File: config.mk
export PLATFORM = sky130hd
export DESIGN_NAME = gpio_bank
export DESIGN_NICKNAME = d
export VERILOG_FILES = /design/src/rtl/gpio_pkg.sv /design/src/rtl/gpio_in_sync.sv /design/src/rtl/gpio_bank.sv
export SDC_FILE = /design/constraint.sdc
export NUM_CORES = 1
export LEC_CHECK = 0
export BUFFER_PORTS_ARGS = -buffer_cell sky130_fd_sc_hd__buf_2
export CAP_MARGIN = 0
export CORE_UTILIZATION = 36
export DETAILED_ROUTE_END_ITERATION = 10
export SYNTH_ARGS = -nofsm -noshare
export SYNTH_HDL_FRONTEND = slang
export SYNTH_SLANG_ARGS = --single-unit
File: constraint.sdc
create_clock -name clk -period 1.7 [get_ports clk]
set_clock_uncertainty 0.1 [all_clocks]
set_input_delay 0.17 -clock clk [delete_from_list [all_inputs] [get_ports clk]]
set_output_delay 0.17 -clock clk [all_outputs]
set_load 0.1 [all_outputs]
File: src/rtl/gpio_pkg.sv
// Shared definitions for the GPIO bank: write-mode encodings used by the port ALU.
// Latency and backpressure: none, this file holds definitions only.
package gpio_pkg;

    typedef enum logic [1:0] {
        GPIO_LOAD = 2'b00,
        GPIO_SET  = 2'b01,
        GPIO_CLR  = 2'b10,
        GPIO_TGL  = 2'b11
    } gpio_mode_e;

    localparam int GPIO_MODE_W = 2;

endpackage : gpio_pkg

File: src/rtl/gpio_in_sync.sv
// Pin synchroniser with a previous-sample flop and sticky write-1-to-clear edge flags.
// Latency: pin to in_sync_o is SYNC_STAGES qualified cycles, flags one more; no backpressure, holds when clk_valid_i=0.
module gpio_in_sync
    import gpio_pkg::*;
#(
    parameter int DATA_WIDTH  = 8,
    parameter int SYNC_STAGES = 2
) (
    input  logic                  clk_i,
    input  logic                  arst_ni,
    input  logic                  clk_valid_i,
    input  logic [DATA_WIDTH-1:0] gpio_i,
    input  logic [DATA_WIDTH-1:0] flag_clr_i,
    output logic [DATA_WIDTH-1:0] in_sync_o,
    output logic [DATA_WIDTH-1:0] rise_o,
    output logic [DATA_WIDTH-1:0] fall_o
);

    logic [DATA_WIDTH-1:0] sync_q [SYNC_STAGES];
    logic [DATA_WIDTH-1:0] prev_q;
    logic [DATA_WIDTH-1:0] rise_q;
    logic [DATA_WIDTH-1:0] rise_d;
    logic [DATA_WIDTH-1:0] fall_q;
    logic [DATA_WIDTH-1:0] fall_d;
    logic [DATA_WIDTH-1:0] rise_edge;
    logic [DATA_WIDTH-1:0] fall_edge;

    assign in_sync_o = sync_q[SYNC_STAGES-1];
    assign rise_o    = rise_q;
    assign fall_o    = fall_q;

    // OR-ing the edge in after the clear lets a fresh edge survive a same-cycle clear.
    always_comb begin
        rise_edge = in_sync_o & ~prev_q;
        fall_edge = ~in_sync_o & prev_q;
        rise_d    = (rise_q & ~flag_clr_i) | rise_edge;
        fall_d    = (fall_q & ~flag_clr_i) | fall_edge;
    end

    always_ff @(posedge clk_i or negedge arst_ni) begin
        if (!arst_ni) begin
            for (int i = 0; i < SYNC_STAGES; i++) begin
                sync_q[i] <= '0;
            end
            prev_q <= '0;
            rise_q <= '0;
            fall_q <= '0;
        end else if (clk_valid_i) begin
            sync_q[0] <= gpio_i;
            for (int i = 1; i < SYNC_STAGES; i++) begin
                sync_q[i] <= sync_q[i-1];
            end
            prev_q <= in_sync_o;
            rise_q <= rise_d;
            fall_q <= fall_d;
        end
    end

endmodule : gpio_in_sync

File: src/rtl/gpio_bank.sv
// GPIO bank: N_OUT latched output ports (load/set/clear/toggle) with read-back, plus synchronised edge-flagged inputs.
// Latency: writes land one qualified cycle later, rd_data is combinational; no backpressure, all state holds when clk_valid=0.
module gpio_bank
    import gpio_pkg::*;
#(
    parameter int                    DATA_WIDTH  = 8,
    parameter int                    N_OUT       = 4,
    parameter int                    SEL_WIDTH   = 2,
    parameter int                    SYNC_STAGES = 2,
    parameter logic [DATA_WIDTH-1:0] RESET_VAL   = '0
) (
    input  logic                        clk,
    input  logic                        arst_n,
    input  logic                        clk_valid,
    input  logic                        wr_en,
    input  logic [SEL_WIDTH-1:0]        wr_sel,
    input  logic [1:0]                  wr_mode,
    input  logic [DATA_WIDTH-1:0]       wr_data,
    input  logic [SEL_WIDTH-1:0]        rd_sel,
    output logic [DATA_WIDTH-1:0]       rd_data,
    output logic [N_OUT*DATA_WIDTH-1:0] port_out,
    output logic                        sel_err,
    input  logic [DATA_WIDTH-1:0]       gpio_in,
    output logic [DATA_WIDTH-1:0]       in_sync,
    output logic [DATA_WIDTH-1:0]       rise_flags,
    output logic [DATA_WIDTH-1:0]       fall_flags,
    input  logic [DATA_WIDTH-1:0]       flag_clr
);

    if (N_OUT < 2 || N_OUT > (1 << SEL_WIDTH)) begin : g_bad_n_out
        $error("gpio_bank: N_OUT must be >= 2 and fit in SEL_WIDTH select bits");
    end
    if (SYNC_STAGES < 2) begin : g_bad_sync
        $error("gpio_bank: SYNC_STAGES must be >= 2");
    end

    // One extra bit so a select equal to 2**SEL_WIDTH-1 compares cleanly against N_OUT.
    localparam logic [SEL_WIDTH:0] N_OUT_W = (SEL_WIDTH+1)'(N_OUT);

    logic [DATA_WIDTH-1:0] port_q [N_OUT];
    logic [DATA_WIDTH-1:0] port_d [N_OUT];
    logic                  sel_err_q;
    logic                  sel_err_d;
    logic                  wr_hit;
    logic                  rd_hit;
    logic [DATA_WIDTH-1:0] wr_cur;
    logic [DATA_WIDTH-1:0] wr_nxt;

    assign wr_hit = ({1'b0, wr_sel} < N_OUT_W);
    assign rd_hit = ({1'b0, rd_sel} < N_OUT_W);

    always_comb begin
        port_d    = port_q;
        sel_err_d = 1'b0;
        wr_cur    = wr_hit ? port_q[wr_sel] : '0;
        wr_nxt    = wr_cur;
        case (gpio_mode_e'(wr_mode))
            GPIO_LOAD: wr_nxt = wr_data;
            GPIO_SET:  wr_nxt = wr_cur | wr_data;
            GPIO_CLR:  wr_nxt = wr_cur & ~wr_data;
            GPIO_TGL:  wr_nxt = wr_cur ^ wr_data;
            default:   wr_nxt = wr_cur;
        endcase
        if (wr_en) begin
            if (wr_hit) begin
                port_d[wr_sel] = wr_nxt;
            end else begin
                sel_err_d = 1'b1;
            end
        end
    end

    always_ff @(posedge clk or negedge arst_n) begin
        if (!arst_n) begin
            for (int k = 0; k < N_OUT; k++) begin
                port_q[k] <= RESET_VAL;
            end
            sel_err_q <= 1'b0;
        end else if (clk_valid) begin
            for (int k = 0; k < N_OUT; k++) begin
                port_q[k] <= port_d[k];
            end
            sel_err_q <= sel_err_d;
        end
    end

    always_comb begin
        rd_data = '0;
        if (rd_hit) begin
            rd_data = port_q[rd_sel];
        end
    end

    for (genvar k = 0; k < N_OUT; k++) begin : g_port_out
        assign port_out[k*DATA_WIDTH +: DATA_WIDTH] = port_q[k];
    end

    assign sel_err = sel_err_q;

    gpio_in_sync #(
        .DATA_WIDTH  (DATA_WIDTH),
        .SYNC_STAGES (SYNC_STAGES)
    ) u_in_sync (
        .clk_i       (clk),
        .arst_ni     (arst_n),
        .clk_valid_i (clk_valid),
        .gpio_i      (gpio_in),
        .flag_clr_i  (flag_clr),
        .in_sync_o   (in_sync),
        .rise_o      (rise_flags),
        .fall_o      (fall_flags)
    );

endmodule : gpio_bank

==> flow_summary.yaml <==
cts:
  clk_pin_slew_ps: 80
  cts_tree: "built"
  clock_sinks: 72
  cts_inserted_buffers: 9
  ctsHtreeMaxLevel: 3
  clock_latency_ps: 350
  clockBufferDepth: 2
  clock-root-buffer: "clkbuf_8"
power:
  p_int_mw: 4.36
  power_density_nw_per_um2: 1680
  p_clk_share_pct: 15.0
  power_leakage_nw: 2.53
  netSwitchingPower_mw: 4.67
  total_power_mw: 9.03
  swShare_pct: 51.7
  p_comb_share_pct: 57.9
  power_frac_seq_pct: 27.1
  ir_worst_vdd_v: 0.000891
synthesis:
  syn_nets: 369
  synth_warnings: 0
  ys_ff_latch: 72
  synth.distinct_cells: 18
  netlist_area_um2: 3640
  yosysSeqAreaShare_pct: 49.5
  syn_avg_cell_area_um2: 11.4
  syn_inst: 319
place:
  dp.final_hpwl_mm: 6.12
  port_buffers: 97
  globalplace.congestion: 0.801
  placed_cell_area_um2: 4620
  post-place-ws_ps: -451
critical_path:
  crit_fanout: 4
  regToRegSetupSlack_ps: -370
  worstPathRequired_ps: 1870
  crit_type: "reg -> reg"
  r2r_start: "port_out[24]"
  rr_endpoint: "port_out[0]"
  crit_arrival_ps: 2230
  start_kind: "flip-flop"
  reg2reg_depth: 6
  end_kind: "flip-flop"
drt:
  drc: 0
  drt_iter0_markers: 64
  viasPerCell: 4.86
  wirelength_mm: 8.97
  wire_per_inst_um: 14.7
  antenna_left: 0
  vias: 2961
  drtPass1Iterations: 4
global_routing:
  grt-ovfl-total: 0
  grt_use_total_pct: 17.8
  first_global_vias: 2860
  grt_pass1_wl_mm: 13.9
  antenna_found_initial: 0
  grt_max_degree: 61
finish:
  fin_util_pct: 55.0
  nets: 521
  final_area_um2: 5380
  drive_gt1_share_pct: 57.6
  area_growth_pct: 47.6
  n_antenna_cell: 0
hold_path:
  hold_start: "flag_clr[5]"
  hold_path_depth: 4
  min_to: "u_in_sync.fall_o[5]"
  hold_path.class: "in -> reg"
die:
  die_y_um: 103
  rows: 36
  fp.dieArea_um2: 10500
  ioPinCount: 99
  die_w_um: 103
  initial_utilization_pct: 37.3
  core_um2: 9770
timing:
  hold_viol: 0
  finalCritPeriodShare_pct: 121
  drv_slew: 0
  period_needed_ps: 2070
  finalSetupViolations: 40
  rsz0062_at_grt: "true"
  fmax_mhz: 484
  setup_ws_ps: -365
outcome:
  failed_checks: "negative setup slack"
  status: "finished, violations left"
flow_run:
  cap_violations: 0
[per-stage QoR]
step | setup TNS [ps] | hold slack, ps | cells
2_1_floorplan | -13100 | -226 | 319
3_3_place_gp | -12150 | -8.89 | 567
3_5_place_dp | -13750 | -11.0 | 567
4_1_cts | -12160 | 3.55 | 604
5_1_grt | -15220 | 18.6 | 609
6_report | -12730 | 18.5 | 609
[cell families (layout without fill, tap and decap cells)]
family / after synthesis / count (layout) / synth area share, %
flip-flops: 72 / 72 / 49.5
AO/OA/AOI/OAI: 57 / 57 / 8.93
other: 1 / 1 / 0.103
multiplexers: 39 / 39 / 19.5
adder cells (fa/ha/maj): 16 / 16 / 5.49
buffers and inverters: 66 / 223 / 8.55
AND/OR/NAND/NOR: 68 / 68 / 8.00
[repair_timing]
item / CTS / global route
cloned: 0 / 0
hold buffers: 13 / 0
gates resized for setup: 44 / 51
setup endpoints to repair: 40 / 41
pin swaps: 5 / 6
endpoints found under the hold margin: 84 / 0
buffers inserted: 8 / 6
[final cells by class]
class	count	area, µm²
Sequential cell	72	1920
Clock inverter	7	72.6
Inverter	41	154
Tap cell	133	166
Fill cell	852	4400
Timing Repair Buffer	166	1290
Multi-Input combinational cell	181	1640
Clock buffer	9	124
[cells in the mapped netlist]
master	n	share of area, %
a32o_1	8	2.2
buf_1	1	0.10
buf_2	9	1.2
buf_4	12	2.5
buf_6	1	0.31
clkbuf_1	2	0.21
conb_1	1	0.10
dfrtp_1	72	49
ha_1	16	5.5
inv_1	41	4.2
mux2_2	15	4.6
mux4_2	24	15
nand2_1	64	6.6
nand4_1	1	0.17
nand4b_1	2	0.48
nand4bb_4	1	0.76
o21ai_0	20	2.7
o21ai_1	29	4.0
[worst max path at each step]
stage,endpoint,cells after the start,start,slack (ps)
3_3_place_gp,port_out[16],7,wr_sel[0],-400
2_1_floorplan,port_out[15],6,port_out[31],-410
5_1_grt,port_out[22],6,port_out[22],-430
4_1_cts,port_out[7],6,port_out[31],-340
3_5_place_dp,port_out[18],7,wr_sel[0],-450
6_report,port_out[0],6,port_out[24],-370
[power by group through the flow]
stage / combinational (mW) / sequential (mW) / clock, mW
2_1_floorplan: 1.49 / 4.64 / 0
4_1_cts: 4.94 / 2.43 / 1.40
3_3_place_gp: 4.58 / 2.44 / 0
6_report: 5.23 / 2.45 / 1.35
3_5_place_dp: 4.63 / 2.45 / 0
5_1_grt: 5.48 / 2.50 / 1.47
[routing by layer]
layer,global-route usage (%),part of all wire [%],up-vias
met2,29.0,49,105
met3,4.07,5.3,15
met5,0,0,-
met4,6.26,1.7,0
li1,-,-,1390
met1,23.2,44,1451
[registers in the layout (all words and copies together), names as in the netlist]
| name | count |
|---|---|
| u_in_sync.in_sync_o | 8 |
| u_in_sync.prev_q | 8 |
| port_out | 32 |
| u_in_sync.sync_q | 8 |
| u_in_sync.rise_o | 8 |
| u_in_sync.fall_o | 8 |
[worst max-delay path, cell delays in order, from the launching register on]
cell and delay [ps]:
dfrtp_4 480, mux4_2 520, inv_2 70, ha_1 110, inv_1 30, mux4_2 530, o21ai_2 150
[cells in the final DEF (no fill, tap or decap), types with 2 or more instances in the layout]
cell type / instances
ha_1: 12
dfrtp_4: 32
buf_12: 10
dlygate4sd3_1: 13
dfrtp_1: 40
clkbuf_8: 9
mux4_2: 24
o21ai_2: 17
nand2_1: 64
buf_4: 29
inv_2: 12
clkinv_4: 2
mux2_2: 15
clkinvlp_4: 2
inv_1: 29
buf_6: 28
o21ai_1: 15
clkinv_2: 2
nand4b_1: 2
buf_2: 86
ha_4: 4
o21ai_0: 17
a32o_1: 8
(Power assumes the default switching activity.)
